### src/rtl/uart_rx_cfg.sv
// uart_rx_cfg: configurable UART receiver with a show-ahead receive FIFO.
//
// The rx line is re-timed through a two-flop synchroniser. The FSM confirms
// the start bit at mid-bit (short low glitches are rejected) and then samples
// data, optional parity and stop bits at each bit centre. Every completed word
// is pushed into the FIFO together with its parity and framing flags.
//
// Ports
//   clk         system clock
//   rst         synchronous reset, active-low
//   rx_serial   asynchronous serial line, idle high
//   rd_en       pop the head entry (ignored while the FIFO is empty)
//   clr_err     clear the sticky overrun flag (wins over a same-cycle set)
//   dout        head-of-FIFO data word, 0 when empty
//   dout_valid  FIFO not empty
//   parity_err  parity flag of the head word, 0 when empty or parity disabled
//   frame_err   stop-bit flag of the head word, 0 when empty
//   overrun     sticky: a completed word was dropped because the FIFO was full
//   busy        receiver FSM not idle
//
// state       | meaning
// ------------+----------------------------------------------------------
// S_IDLE      | line idle, waiting for a low level on rxs
// S_START     | counting to mid start bit; still low -> data, high -> glitch
// S_DATA      | sampling DATA_BITS data bits at bit centre, LSB first
// S_PARITY    | sampling the parity bit
// S_STOP      | sampling STOP_BITS stop bits, pushing the word on the last
// S_WAIT_HIGH | framing error seen; wait for the line to return high

module uart_rx_cfg #(
    parameter int CLK_FREQ   = 50000000,
    parameter int BAUD       = 115200,
    parameter int DATA_BITS  = 8,
    parameter int PARITY     = 0,
    parameter int STOP_BITS  = 1,
    parameter int FIFO_DEPTH = 4
) (
    input  logic                 clk,
    input  logic                 rst,
    input  logic                 rx_serial,
    input  logic                 rd_en,
    input  logic                 clr_err,
    output logic [DATA_BITS-1:0] dout,
    output logic                 dout_valid,
    output logic                 parity_err,
    output logic                 frame_err,
    output logic                 overrun,
    output logic                 busy
);

    localparam logic [15:0] CLKDIV    = 16'(CLK_FREQ / BAUD - 1);
    localparam logic [15:0] HALF      = CLKDIV >> 1;
    localparam logic [3:0]  LAST_DATA = 4'(DATA_BITS - 1);
    localparam logic [3:0]  LAST_STOP = 4'(STOP_BITS - 1);
    localparam logic        HAS_PAR   = (PARITY != 0);
    localparam logic        ODD_PAR   = (PARITY == 1);
    localparam int          PW        = $clog2(FIFO_DEPTH);
    localparam int          EW        = DATA_BITS + 2;
    localparam logic [PW:0] FULL_CNT  = (PW + 1)'(FIFO_DEPTH);

    typedef enum logic [2:0] {
        S_IDLE,
        S_START,
        S_DATA,
        S_PARITY,
        S_STOP,
        S_WAIT_HIGH
    } state_t;

    // synchroniser
    logic rx_s1;
    logic rxs;

    always_ff @(posedge clk) begin
        if (!rst) begin
            rx_s1 <= 1'b1;
            rxs   <= 1'b1;
        end else begin
            rx_s1 <= rx_serial;
            rxs   <= rx_s1;
        end
    end

    // receiver FSM
    state_t                state, state_n;
    logic [15:0]           cntr, cntr_n;
    logic [3:0]            bit_cnt, bit_n;
    logic [DATA_BITS-1:0]  shreg, shreg_n;
    logic                  perr_q, perr_n;
    logic                  ferr_q, ferr_n;
    logic                  push_req;
    logic [EW-1:0]         push_word;
    logic                  sample;

    always_ff @(posedge clk) begin
        if (!rst) begin
            state   <= S_IDLE;
            cntr    <= '0;
            bit_cnt <= '0;
            shreg   <= '0;
            perr_q  <= 1'b0;
            ferr_q  <= 1'b0;
        end else begin
            state   <= state_n;
            cntr    <= cntr_n;
            bit_cnt <= bit_n;
            shreg   <= shreg_n;
            perr_q  <= perr_n;
            ferr_q  <= ferr_n;
        end
    end

    always_comb begin
        state_n  = state;
        cntr_n   = cntr + 16'd1;
        bit_n    = bit_cnt;
        shreg_n  = shreg;
        perr_n   = perr_q;
        ferr_n   = ferr_q;
        push_req = 1'b0;
        sample   = (cntr == CLKDIV);

        case (state)
            S_IDLE: begin
                cntr_n = '0;
                bit_n  = '0;
                if (!rxs) begin
                    state_n = S_START;
                    perr_n  = 1'b0;
                    ferr_n  = 1'b0;
                end
            end
            S_START: begin
                if (cntr == HALF) begin
                    // a line that is high again at mid start bit was a glitch
                    state_n = rxs ? S_IDLE : S_DATA;
                    cntr_n  = '0;
                    bit_n   = '0;
                end
            end
            S_DATA: begin
                if (sample) begin
                    shreg_n = {rxs, shreg[DATA_BITS-1:1]};
                    cntr_n  = '0;
                    if (bit_cnt == LAST_DATA) begin
                        state_n = HAS_PAR ? S_PARITY : S_STOP;
                        bit_n   = '0;
                    end else begin
                        bit_n = bit_cnt + 4'd1;
                    end
                end
            end
            S_PARITY: begin
                if (sample) begin
                    perr_n  = (((^shreg) ^ rxs) != ODD_PAR);
                    state_n = S_STOP;
                    cntr_n  = '0;
                    bit_n   = '0;
                end
            end
            S_STOP: begin
                if (sample) begin
                    cntr_n = '0;
                    ferr_n = ferr_q | ~rxs;
                    if (bit_cnt == LAST_STOP) begin
                        push_req = 1'b1;
                        // a low stop bit may be a break: do not re-arm until high
                        state_n  = ferr_n ? S_WAIT_HIGH : S_IDLE;
                        bit_n    = '0;
                    end else begin
                        bit_n = bit_cnt + 4'd1;
                    end
                end
            end
            S_WAIT_HIGH: begin
                cntr_n = '0;
                if (rxs) begin
                    state_n = S_IDLE;
                end
            end
            default: begin
                state_n = S_IDLE;
                cntr_n  = '0;
                bit_n   = '0;
            end
        endcase

        push_word = {shreg, perr_q, ferr_n};
    end

    assign busy = (state != S_IDLE);

    // receive FIFO
    logic [EW-1:0] mem [FIFO_DEPTH];
    logic [PW-1:0] wr_ptr;
    logic [PW-1:0] rd_ptr;
    logic [PW:0]   count;
    logic          empty;
    logic          full;
    logic          do_push;
    logic          do_pop;
    logic [EW-1:0] head;

    assign empty   = (count == '0);
    assign full    = (count == FULL_CNT);
    assign do_pop  = rd_en & ~empty;
    // a full FIFO still accepts a word when the head leaves on the same edge
    assign do_push = push_req & (~full | do_pop);

    always_ff @(posedge clk) begin
        if (do_push) begin
            mem[wr_ptr] <= push_word;
        end
    end

    always_ff @(posedge clk) begin
        if (!rst) begin
            wr_ptr <= '0;
            rd_ptr <= '0;
            count  <= '0;
        end else begin
            if (do_push) begin
                wr_ptr <= wr_ptr + 1'b1;
            end
            if (do_pop) begin
                rd_ptr <= rd_ptr + 1'b1;
            end
            case ({do_push, do_pop})
                2'b10:   count <= count + 1'b1;
                2'b01:   count <= count - 1'b1;
                default: count <= count;
            endcase
        end
    end

    always_ff @(posedge clk) begin
        if (!rst) begin
            overrun <= 1'b0;
        end else if (clr_err) begin
            overrun <= 1'b0;
        end else if (push_req && !do_push) begin
            overrun <= 1'b1;
        end
    end

    assign head       = mem[rd_ptr];
    assign dout_valid = ~empty;
    assign dout       = empty ? '0 : head[EW-1:2];
    assign parity_err = ~empty & HAS_PAR & head[1];
    assign frame_err  = ~empty & head[0];

endmodule

### config.mk
export PLATFORM = sky130hd
export DESIGN_NAME = uart_rx_cfg
export DESIGN_NICKNAME = d
export VERILOG_FILES = /design/src/rtl/uart_rx_cfg.sv
export SDC_FILE = /design/constraint.sdc
export NUM_CORES = 1
export LEC_CHECK = 0
export BUFFER_PORTS_ARGS = -buffer_cell sky130_fd_sc_hd__buf_4
export CORE_ASPECT_RATIO = 0.8
export CORE_MARGIN = 1.5
export CORE_UTILIZATION = 30
export CTS_CLUSTER_DIAMETER = 60
export DETAILED_ROUTE_END_ITERATION = 8
export RECOVER_POWER = 100
export SLEW_MARGIN = 20
export SYNTH_ARGS = -nofsm -noshare
export SYNTH_HDL_FRONTEND = slang
export SYNTH_SLANG_ARGS = --single-unit
### constraint.sdc
create_clock -name clk -period 6.35 [get_ports clk]
set_input_delay 0.635 -clock clk [delete_from_list [all_inputs] [get_ports clk]]
set_output_delay 0.635 -clock clk [all_outputs]
set_load 0.05 [all_outputs]
== Word-level counts from Yosys, hierarchy flattened ==
Memories as Yosys holds them, arrays and structs flattened. A register that Yosys moved wholly into a read port is not among the register bits.
Cells that the tools add are included.
Widths: inputs -> output; s select.

* Latch bits: 0
* Logic and storage cells: 100
* Input bits: 5
* Flip-flop bits (word level): 43
* Output and inout port bits: 13
* ROM bits: 0
* Memories kept: 1
* Memory bits (writable): 40

{| class="wikitable"
|+ Memories
! memory !! depth !! bits a word !! read ports !! clocked after memory_dff !! wr ports !! RTL line !! text
|-
| mem || 4 || 10 || 1 || 1 || 1 || 194 || <nowiki>logic [EW-1:0] mem [FIFO_DEPTH];</nowiki>
|}

* Div/mod/pow operators: 0
* $add $sub $neg: 6
* Shift operators: 0
* Mux-type cells: 36
* Equality and inequality tests: 19
* Multiply operators: 0
* $lt $le $gt $ge: 0
* Reductions and logical operators: 15
* Bitwise operators: 11

{| class="wikitable"
|+ Operators by type and width
! cell !! number
|-
| $mux 16 || 2
|-
| $pmux 16 s2 || 1
|-
| $mux 3 || 9
|-
| $mux 4 || 6
|-
| $pmux 4 s5 || 1
|-
| $pmux 3 s6 || 1
|-
| $add 16x1->16 const B || 1
|-
| $eq 16x8->1 const B || 1
|-
| $eq 16x9->1 const B || 1
|-
| $ne 2x2->1 const B || 8
|-
| $eq 3x3->1 const B || 3
|-
| $mux 1 || 9
|-
| $mux 8 || 1
|-
| $reduce_and 8->1 || 1
|-
| $reduce_xor 8->1 || 1
|-
| $eq 3x2->1 const B || 2
|-
| $logic_not 3->1 || 2
|-
| $mux 2 || 3
|-
| $pmux 3 s2 || 1
|-
| $not 1->1 || 5
|-
| $reduce_and 5->1 || 1
|-
| $add 2x1->2 const B || 2
|-
| $add 4x1->4 const B || 1
|-
| $eq 4x3->1 const B || 1
|-
| other kinds (18) || 23
|}

== Depth between registers and ports, before layout ==
Gate-level depths: netlist of the first run.

* Depth after elaboration: 7
* Depth in mapped cells: 10
* Depth with buffers taken out: 9

== Worst setup path after synthesis of the first run ==
OpenSTA, ideal clock, no wires.

* Kind: register to register
* From: register cntr[12]
* To: register count[2]
* Path buffers: 1
* Slack: 3.875 ns
* Setup time: 0.124 ns
* Clock period less this slack: 2.475 ns
* Cell stages (with the launch flop): 9
* Data required time: 6.226 ns
* Data arrival time: 2.351 ns
* Cell sequence: dfxtp_1 or4_1 buf_2 nor4_4 a21oi_1 fa_1 a211oi_1 a41oi_1 mux2i_1

* Word-level cells in the longest chain between the ends: 6
* Elaborated cells between the ends (all ways): 8
* Those cells by class: eq/ne (3); mux (3); bitwise (1); reduce/logical (1)

{| class="wikitable"
|+ Ends and longest elaborated chain
! what !! RTL line !! text
|-
| start: declaration || 86 || <nowiki>logic [15:0] cntr, cntr_n;</nowiki>
|-
| start signal: assignment || 105 || <nowiki>cntr <= cntr_n;</nowiki>
|-
| $eq 16x9->1 (*) || 121 || <nowiki>sample = (cntr == CLKDIV);</nowiki>
|-
| $mux 1 (*) || 162 || <nowiki>if (sample) begin</nowiki>
|-
| $mux 1 (*) || 123 || <nowiki>case (state)</nowiki>
|-
| $and 1x1->1 (*) || 208 || <nowiki>assign do_push = push_req & (~full | do_pop);</nowiki>
|-
| $eq 2x1->1 / $eq 2x2->1 (equally long branches) || 228 || <nowiki>case ({do_push, do_pop})</nowiki>
|-
| $pmux 3 s2 / $reduce_bool 2->1 (equally long branches) || n/a ||
|-
| end signal: assignment || 229 || <nowiki>2'b10: count <= count + 1'b1;</nowiki>
|-
| end signal: assignment || 230 || <nowiki>2'b01: count <= count - 1'b1;</nowiki>
|-
| end signal: assignment || 231 || <nowiki>default: count <= count;</nowiki>
|-
| end: declaration || 197 || <nowiki>logic [PW:0] count;</nowiki>
|}

Every way passes the cells marked *; elsewhere a longest branch is shown, timed or not.
A chain may end at the register's enable or synchronous reset.

== Final worst setup path of the first run ==
* From: register cntr[2]
* To: register cntr[2]

* Word-level cells in the longest chain between the ends: 3
* Elaborated cells between the ends (all ways): 6
* Those cells by class: add/sub (1); eq/ne (2); mux (3)

{| class="wikitable"
|+ Ends and longest elaborated chain
! what !! RTL line !! text
|-
| $add 16x1->16 (tied with other cells) || 115 || <nowiki>cntr_n = cntr + 16'd1;</nowiki>
|-
| $mux 16 (on tied branches) || n/a ||
|-
| $pmux 16 s2 (*) || 123 ||
|}

Marked as above.

==> reports/metrics.cfg, run 1 <==
[die]
core_area_um2 = 12100
die_area_um2 = 13000
io_pins = 18
start_util_pct = 30.5
fp.dieW_um = 127
dieHeight_um = 102
rows = 36

[final_layout]
final_net_count = 343
multiInputGateArea_um2 = 1560
syn2layout_area_growth_pct = 11.0
seq_area_um2 = 1960
final_cell_count_no_fill = 485
drive_gt1_share_pct = 7.81
fill_cells = 1205
diodes = 0

[run_status]
violations = max-capacitance violations, max-slew violations
status = finished, violations left

[cts]
clock_path_buffers = 2
cts_hold_buf = 0
insertion_delay_ns = 0.34
cts_buffers = 9
post_cts_buffers = 0
htree_num_levels = 3
cts_tree = built
ctsResizeCount = 0
clkTransAtPathRegs_ns = 0.06
cts-root-buf = clkbuf_16
clkSinkCount = 80

[detailed_routing]
drc_errors = 0
drtIter0Drc = 143
drtAntennaViolNets = 0
vias_per_cell = 4.85
drt_wl_total_mm = 7.01
first_pass_iters = 4
vias = 2351
wl_per_cell_um = 14.5

[synthesis]
synth_area_leaders = edfxtp_1 29%, dfxtp_1 24%, mux4_2 5.5%
syn_nets = 333
synthCells = 318
synth_most_common_cell = dfxtp_1
synthTopCellsByCount = 44 x dfxtp_1, 36 x edfxtp_1, 25 x nor2_1
synth_edf_count = 36
synth_top_area_cell = edfxtp_1
synth_top_area_share_pct = 29.2
synth_cell_types = 55
syn_area_um2 = 3700
ys_warn_count = 0
synth_area_per_cell_um2 = 11.6
ys_ff_latch = 80
synth_ff_type = dfxtp_1
yosysSeqAreaShare_pct = 53.1
synthArstFlopShare_pct = 0

[flow_run]
cap_violations = 2

[critical_path]
cp.required_ns = 6.50
endpoint_kind = flop
reg2regPathDepth = 5
critPathMaxStageDelay_ns = 1.37
crit_fanout = 16
arrival_ns = 4.15
crit_path_cell_trace = or4_1, nor4_1, o22ai_1, o21ai_0, nor2_1
crit_type = reg2reg
crit_path_start_kind = flop
critPathBufInv = 0
worst-path-stages = 5
path_delay_family = simple AND/OR/NAND/NOR gates
slowest_stage = o21ai_0

[grt]
antenna_found_initial = 0
met3_usage_pct = 4.55
grt_pass1_wl_mm = 11.7
grt_max_degree = 38
busiest_layer = met2
grt_pass1_vias = 2363
grt_use_met1_pct = 14.5
grt_use_met2_pct = 19.1
grt_use_total_pct = 11.8
globalRouteOverflowTotal = 0

[placement]
place_ws_ns = 3.48
gp_congestion = 0.816
portBuffers = 16
dp_cells = 469
hpwlAfterDp_mm = 4.77

[sta]
rsz0062_at_grt = no
setup_viol = 0
hold_ws_ns = 0.414
tightest_slew_ns = 1.74
min_period_ns = 3.99
final_max_slew_viol_count = 28
relSlewSlack_pct = -17.0
worst_slack_ns = 2.36
finClkSkew_ns = 0.00806
fin_setup_tns_ns = 0
fmax_mhz = 250
final-hold-violation-count = 0
finalCritPeriodShare_pct = 62.9

[power_and_ir_drop]
total_power_uw = 1220
power_density_nw_per_um2 = 297
ir_worst_vdd_uv = 133
p_leak_uw = 0.00139

[min_path]
hold_class = reg2reg
worstHoldPathCells = 1

state kept, by name, summed over array words and instances, names as in the netlist, named ones only:
name     flops
mem         36
cntr        16
shreg        8
bit_cnt      4
count        3
state        3
rd_ptr       2
wr_ptr       2
ferr_q       1
overrun      1
rx_s1        1
rxs          1
cell type report:
cell class | count | area share (%)
Sequential cell | 80 | 47.8
Multi-Input combinational cell | 212 | 37.9
Clock buffer | 11 | 5.67
Tap cell | 152 | 4.63
Timing Repair Buffer | 16 | 1.74
Clock inverter | 5 | 1.43
Inverter | 9 | 0.823
final timing paths:
| kind | startpoint | end | slack [ns] |
|---|---|---|---|
| worst max register to register | cntr[2] | cntr[2] | 2.36 |
| worst min-delay path | rx_s1 | rxs | 0.41 |
| worst max-delay path | cntr[2] | cntr[2] | 2.36 |
| worst min register to register | rx_s1 | rxs | 0.41 |
metal layers:
layer  up-vias  routed length, µm
met5         -                  0
met4         0                 76
met3         7                297
met2        42               3240
met1      1141               3400
li1       1161                  -
kinds of logic after synthesis:
| logic type | after synthesis | share of synthesized area [%] |
|---|---|---|
| AOI/OAI and AO/OA | 33 | 6.26 |
| xor gates and xnor gates | 18 | 4.26 |
| adders and majority gates | 10 | 3.59 |
| buffers and inverters | 26 | 2.91 |
| DFF | 80 | 53.1 |
| muxes | 23 | 9.27 |
| other | 1 | 0.101 |
| and+or+nand+nor | 127 | 20.5 |
power by group:
group	switching, µW	internal (µW)
Combinational	91.8	48.5
Sequential	25.4	543
Clock	204	304
through the flow:
step / cell area, µm² / utilization (%)
finish: 4100 / 33.9
CTS: 4230 / 34.9
detailed placement: 3930 / 32.5
floorplan: 3700 / -
global placement: 3930 / 32.5
global route: 4100 / 33.9
layout by cell type, fill, tap and decap left out, drive strengths merged, types with 6 or more instances in the layout:
| cell | n |
|---|---|
| dfxtp | 44 |
| a21oi | 12 |
| nor2b | 12 |
| clkbuf | 24 |
| xnor2 | 12 |
| nand2 | 18 |
| mux4 | 9 |
| and3 | 7 |
| inv | 9 |
| and2 | 15 |
| nand3 | 11 |
| ha | 9 |
| o21ai | 6 |
| xor2 | 6 |
| mux2i | 14 |
| nor2 | 26 |
| edfxtp | 36 |
| nor3 | 7 |
No activity file was read; power rests on OpenSTA's default activity.
==> inputs of run 2 (changes only) <==
==> constraint.sdc (replaced) <==
create_clock -name clk -period 3.35 [get_ports clk]
set_input_delay 0.335 -clock clk [delete_from_list [all_inputs] [get_ports clk]]
set_output_delay 0.335 -clock clk [all_outputs]
set_load 0.05 [all_outputs]
==> run 2 against run 1 <==
Against the previous run:
- the run now ends clean
- die area did not move
- global-route usage fell by 0.28 points
- non-clock buffer count up 1
- wire length fell by 5.5%
- sequential cell count unchanged
- register-to-register slack got worse by 1.8 ns
- first-iteration DRC count up 20%
- final cell count increased by 0.21%
- cell area grew 0.79%
- setup slack worse by 1.8 ns
- critical path type unchanged
- critical endpoint is now shreg[3]
- largest cell class unchanged
==> reports/metrics.cfg, run 2 (synthesis results as in run 1) <==
[cts]
clkTransAtPathRegs_ns = 0.06  ; about the same
htree_num_levels = 3  ; unchanged
post_cts_buffers = 0  ; unchanged
cts-root-buf = clkbuf_16
clkSinkCount = 80  ; unchanged
cts_buffers = 9  ; unchanged
ctsResizeCount = 0  ; unchanged
cts_hold_buf = 0  ; unchanged
insertion_delay_ns = 0.33  ; about the same
cts_tree = built
clock_path_buffers = 2  ; unchanged

[final_layout]
diodes = 0  ; unchanged
seq_area_um2 = 1960  ; unchanged
drive_gt1_share_pct = 8.98  ; +1.2 points
syn2layout_area_growth_pct = 11.9
final_cell_count_no_fill = 486  ; +0.21%
fill_cells = 1195  ; -0.83%
largestRegisters = mem: 36 flops, cntr: 16 flops, shreg: 8 flops
largest_register_ffs = 36  ; unchanged
final_net_count = 344  ; +0.29%
final_cell_mix = 44 x dfxtp_1, 36 x edfxtp_1, 26 x nor2_1
multiInputGateArea_um2 = 1600  ; +2.7%
top_register = mem
final_common_cell = dfxtp_1

[grt]
antenna_found_initial = 0  ; unchanged
grt_use_total_pct = 11.5  ; -0.28 points
grt_max_degree = 38  ; unchanged
globalRouteOverflowTotal = 0  ; unchanged
grt_pass1_vias = 2363  ; unchanged
grt_pass1_wl_mm = 11.5  ; -1.9%

[die]
dieHeight_um = 102  ; unchanged
start_util_pct = 30.5  ; unchanged
io_pins = 18  ; unchanged
rows = 36  ; unchanged
fp.dieW_um = 127  ; unchanged
core_area_um2 = 12100  ; unchanged
die_area_um2 = 13000  ; unchanged

[detailed_routing]
first_pass_iters = 5  ; +1
vias_per_cell = 4.88  ; +0.64%
drt_wl_total_mm = 6.62  ; -5.5%
vias = 2371  ; +0.85%
wl_per_cell_um = 13.6  ; -5.7%
drc_errors = 0  ; unchanged
drtIter0Drc = 171  ; +20%
drtAntennaViolNets = 0  ; unchanged

[sta]
fmax_mhz = 361  ; +44%
final_max_slew_viol_count = 0  ; -100%
finalCritPeriodShare_pct = 82.6  ; +20 points
setup_viol = 0  ; unchanged
min_period_ns = 2.77  ; -1.23 ns
relSlewSlack_pct = 5.24  ; +22 points
tightest_slew_ns = 1.42  ; -0.315 ns
finClkSkew_ns = 0.00658  ; -0.00148 ns
fin_setup_tns_ns = 0  ; unchanged
final-hold-violation-count = 0  ; unchanged
rsz0062_at_grt = no

[power_and_ir_drop]
internal_power_uw = 1630  ; +82%
pwr-share-clk_pct = 39.7  ; -2.1 points
pwr-share-seq_pct = 48.0  ; +1.3 points
switching_share_pct = 27.3  ; +0.90 points
pwr-share-comb_pct = 12.2  ; +0.7 points
p_leak_uw = 0.00139  ; +0.15%
ir_worst_vdd_uv = 286  ; +120%
power_density_nw_per_um2 = 542  ; +83%
p_switching_uw = 612  ; +90%

[min_path]
hold_class = in2reg

[placement]
dp_cells = 470  ; +0.21%
hpwlAfterDp_mm = 4.51  ; -5.5%
portBuffers = 16  ; unchanged
gp_congestion = 0.813  ; -0.37%

[critical_path]
crit_path_start_kind = flop
crit_fanout = 8  ; -8
endpoint_kind = flop
arrival_ns = 2.99  ; -1.16 ns
crit_type = reg2reg
cp.required_ns = 3.57  ; -2.93 ns

[run_status]
status = complete, no violations

[flow_run]
cap_violations = 0  ; -2

==> run 2: power groups by stage <==
stage / combinational, µW / clock [µW] / sequential, µW
after floorplan: 278 / 0 / 1060
after CTS: 299 / 919 / 1070
after global placement: 300 / 0 / 1100
final: 274 / 890 / 1080
after detailed placement: 297 / 0 / 1100
after global routing: 302 / 962 / 1080
==> run 2: through the flow <==
step | worst slack, ns | cell area [µm²] | util (%) | hold WS [ns] | power (µW)
6_report | 0.582 | 4140 | 34.1 | 0.158 | 2240
4_1_cts | 0.712 | 4220 | 34.8 | 0.146 | 2290
2_1_floorplan | 0.875 | 3700 | - | 0.386 | 1340
3_5_place_dp | 0.722 | 3940 | 32.5 | 0.403 | 1390
3_3_place_gp | 0.754 | 3940 | 32.5 | 0.398 | 1400
5_1_grt | 0.421 | 4140 | 34.1 | 0.150 | 2350
==> run 2: area by class of cell <==
type                    instances  area share, %
well taps                     152           4.60
clock buffers                  10           5.54
repair buffers                 17           1.91
flip-flops and latches         80           47.4
inverters                       9          0.817
clock inverters                 6           1.12
multi-input cells             212           38.6
==> run 2: worst max-delay path: stages (launching register included) <==
cell and delay (ns):
dfxtp_1 0.36, or4_1 0.70, or4_1 0.60, nor2_1 0.67, mux2i_1 0.26, nor2b_1 0.06
==> run 2: final timing paths <==
path | from | end | slack [ns] | cells past startpoint
hold / removal | clr_err | overrun | 0.16 | 2
setup / recovery | cntr[2] | shreg[3] | 0.58 | 5
hold reg to reg | rx_s1 | rxs | 0.41 | 1
setup reg to reg | cntr[2] | shreg[3] | 0.58 | 5
==> run 2: per-layer routing <==
metal,GRT usage (%),vias up,wire [µm]
met4,4.46,0,79
met2,19.1,56,3010
met1,13.7,1139,3230
li1,-,1169,-
met3,4.19,7,294
met5,0,-,0
==> inputs of run 3 (changes only) <==
==> constraint.sdc (replaced) <==
create_clock -name clk -period 2.3 [get_ports clk]
set_input_delay 0.23 -clock clk [delete_from_list [all_inputs] [get_ports clk]]
set_output_delay 0.23 -clock clk [all_outputs]
set_load 0.05 [all_outputs]
==> run 3 against run 2 <==
Against the previous run:
- clock power grew 45%
- largest power group unchanged
- critical path depth increased by 2
- first-iteration DRC count down 50%
- wire length is 5.6% higher
- hold slack got worse by 0.11 ns
- clock skew hardly changed
- highest routed layer unchanged
- sequential cell count stayed put
- power increased by 52%
- die area did not move
- final cell count grew 7.0%
- fmax rose by 21%
- register-to-register slack worse by 0.56 ns
==> reports/metrics.cfg, run 3 (synthesis results as in run 1) <==
[cts]
cts_buffers = 9  ; unchanged
cts-root-buf = clkbuf_16
clkTransAtPathRegs_ns = 0.06  ; about the same
clkSinkCount = 80  ; unchanged
cts_hold_buf = 0  ; unchanged
cts_tree = built
insertion_delay_ns = 0.33  ; about the same
htree_num_levels = 3  ; unchanged
clock_path_buffers = 2  ; unchanged

[grt]
busiest_layer = met2
grt_use_total_pct = 11.6  ; +0.12 points
grt_use_met1_pct = 14.4  ; +0.62 points
grt_pass1_wl_mm = 11.6  ; +1.1%
antenna_found_initial = 0  ; unchanged
met3_usage_pct = 3.46  ; -0.73 points
globalRouteOverflowTotal = 0  ; unchanged
grt_pass1_vias = 2400  ; +1.6%
grt_use_met2_pct = 19.1  ; unchanged
grt_max_degree = 38  ; unchanged

[placement]
portBuffers = 16  ; unchanged
place_ws_ns = -0.0744  ; -0.796 ns
gp_congestion = 0.755  ; -7.0%
hpwlAfterDp_mm = 5.14  ; +14%

[die]
die_area_um2 = 13000  ; unchanged
rows = 36  ; unchanged
io_pins = 18  ; unchanged
core_area_um2 = 12100  ; unchanged
fp.dieW_um = 127  ; unchanged
start_util_pct = 30.5  ; unchanged
dieHeight_um = 102  ; unchanged

[sta]
finalCritPeriodShare_pct = 99.1  ; +16 points
rsz0062_at_grt = yes
worst_slack_ns = 0.0216  ; -0.561 ns
finClkSkew_ns = 0.00667  ; +0.0000830 ns
fmax_mhz = 439  ; +21%
setup_viol = 0  ; unchanged
tightest_slew_ns = 1.41  ; -0.0164 ns
min_period_ns = 2.28  ; -0.489 ns
final-hold-violation-count = 0  ; unchanged
relSlewSlack_pct = 6.33  ; +1.1 points
final_max_slew_viol_count = 0  ; unchanged

[final_layout]
largest_register_ffs = 36  ; unchanged
fill_cells = 1186  ; -0.75%
drive_gt1_share_pct = 24.2  ; +15 points
final_common_cell = dfxtp_1
final_net_count = 378  ; +9.9%
fin_util_pct = 37.1  ; +3.0 points
final_cell_mix = 43 x dfxtp_1, 37 x buf_4, 36 x edfxtp_1
diodes = 0  ; unchanged
largestRegisters = mem: 36 flops, cntr: 16 flops, shreg: 8 flops
multiInputGateArea_um2 = 1680  ; +4.9%
top_register = mem
syn2layout_area_growth_pct = 21.6
seq_area_um2 = 1960  ; about the same

[critical_path]
cp.required_ns = 2.52  ; -1.05 ns
crit_path_start_kind = flop
r2r-end = count[2]
crit_type = reg2reg
reg2regPathDepth = 7  ; +2
setup.worst_path.start = cntr[13]
crit_fanout = 3  ; -5
crit_path_end = count[2]
endpoint_kind = flop
r2r_slack_ns = 0.02  ; -0.56 ns
r2r_start = cntr[13]
arrival_ns = 2.50  ; -0.49 ns

[detailed_routing]
drt_wl_total_mm = 7.00  ; +5.6%
first_pass_iters = 4  ; -1
vias_per_cell = 4.71  ; -3.5%
wl_per_cell_um = 13.5  ; -1.3%
vias = 2449  ; +3.3%
drtAntennaViolNets = 0  ; unchanged
drtIter0Drc = 85  ; -50%
drc_errors = 0  ; unchanged

[power_and_ir_drop]
p_leak_uw = 0.00166  ; +19%
total_power_uw = 3400  ; +52%
ir_worst_vdd_uv = 351  ; +23%
power_density_nw_per_um2 = 756  ; +40%

[min_path]
hold_class = in2reg
min-delay-start = clr_err

[run_status]
status = complete, no violations

[flow_run]
cap_violations = 0  ; unchanged

[run 3: cell types whose count changed in the layout (fill, tap and decap cells not counted), moves of 3 or more]
cell      change
buf_4        +33
clkbuf_2     +10
clkbuf_1     -10
and2_0        -3
or4_4         +3
and2_1        +3
or4_1         -3
[run 3: layer usage]
layer	share of wire, %	vias up	wire, µm
li1	-	1231	-
met1	47	1177	3290
met2	48	36	3370
met3	3.8	5	269
met4	0.97	0	68
met5	0	-	0
[run 3: area by class of cell]
class,count,share of cell area (%)
Tap cell,152,4.23
Clock inverter,6,0.974
Sequential cell,80,43.7
Clock buffer,10,5.09
Timing Repair Buffer,51,7.99
Multi-Input combinational cell,212,37.3
Inverter,9,0.752
[run 3: worst min-delay path by stage]
stage / endpoint / slack, ns / cells past startpoint
2_1_floorplan: overrun / 0.31 / 1
3_3_place_gp: rxs / 0.39 / 1
3_5_place_dp: overrun / 0.40 / 2
4_1_cts: overrun / 0.04 / 2
5_1_grt: overrun / 0.03 / 2
6_report: overrun / 0.05 / 2
[run 3: through the flow]
step | setup TNS, ns | instances | instance area [µm²] | hold WS (ns)
3_3_place_gp | 0 | 503 | 4230 | 0.392
4_1_cts | 0 | 520 | 4520 | 0.0361
2_1_floorplan | -0.0651 | 318 | 3740 | 0.306
3_5_place_dp | -0.0744 | 503 | 4230 | 0.397
5_1_grt | -0.832 | 520 | 4490 | 0.0326
6_report | 0 | 520 | 4490 | 0.0467
[run 3: report_power, final]
| group | internal [µW] | switching, µW | total, µW |
|---|---|---|---|
| clock | 736 | 555 | 1290 |
| sequential | 1500 | 30.1 | 1530 |
| combinational | 233 | 345 | 578 |
[run 3: repair_timing]
item / CTS / global route
setup buffers: 1 / 0
pin swaps: 4 / 2
resized for setup: 2 / 5
endpoints found under the setup margin: 1 / 15
[run 3: worst max-delay path, cell delays in order (launching register included)]
cell      delay (ns)
dfxtp_1         0.33
or4_4           0.57
nor4_4          0.38
a21oi_2         0.12
fa_2            0.37
a211oi_2        0.16
a41oi_1         0.08
mux2i_1         0.14
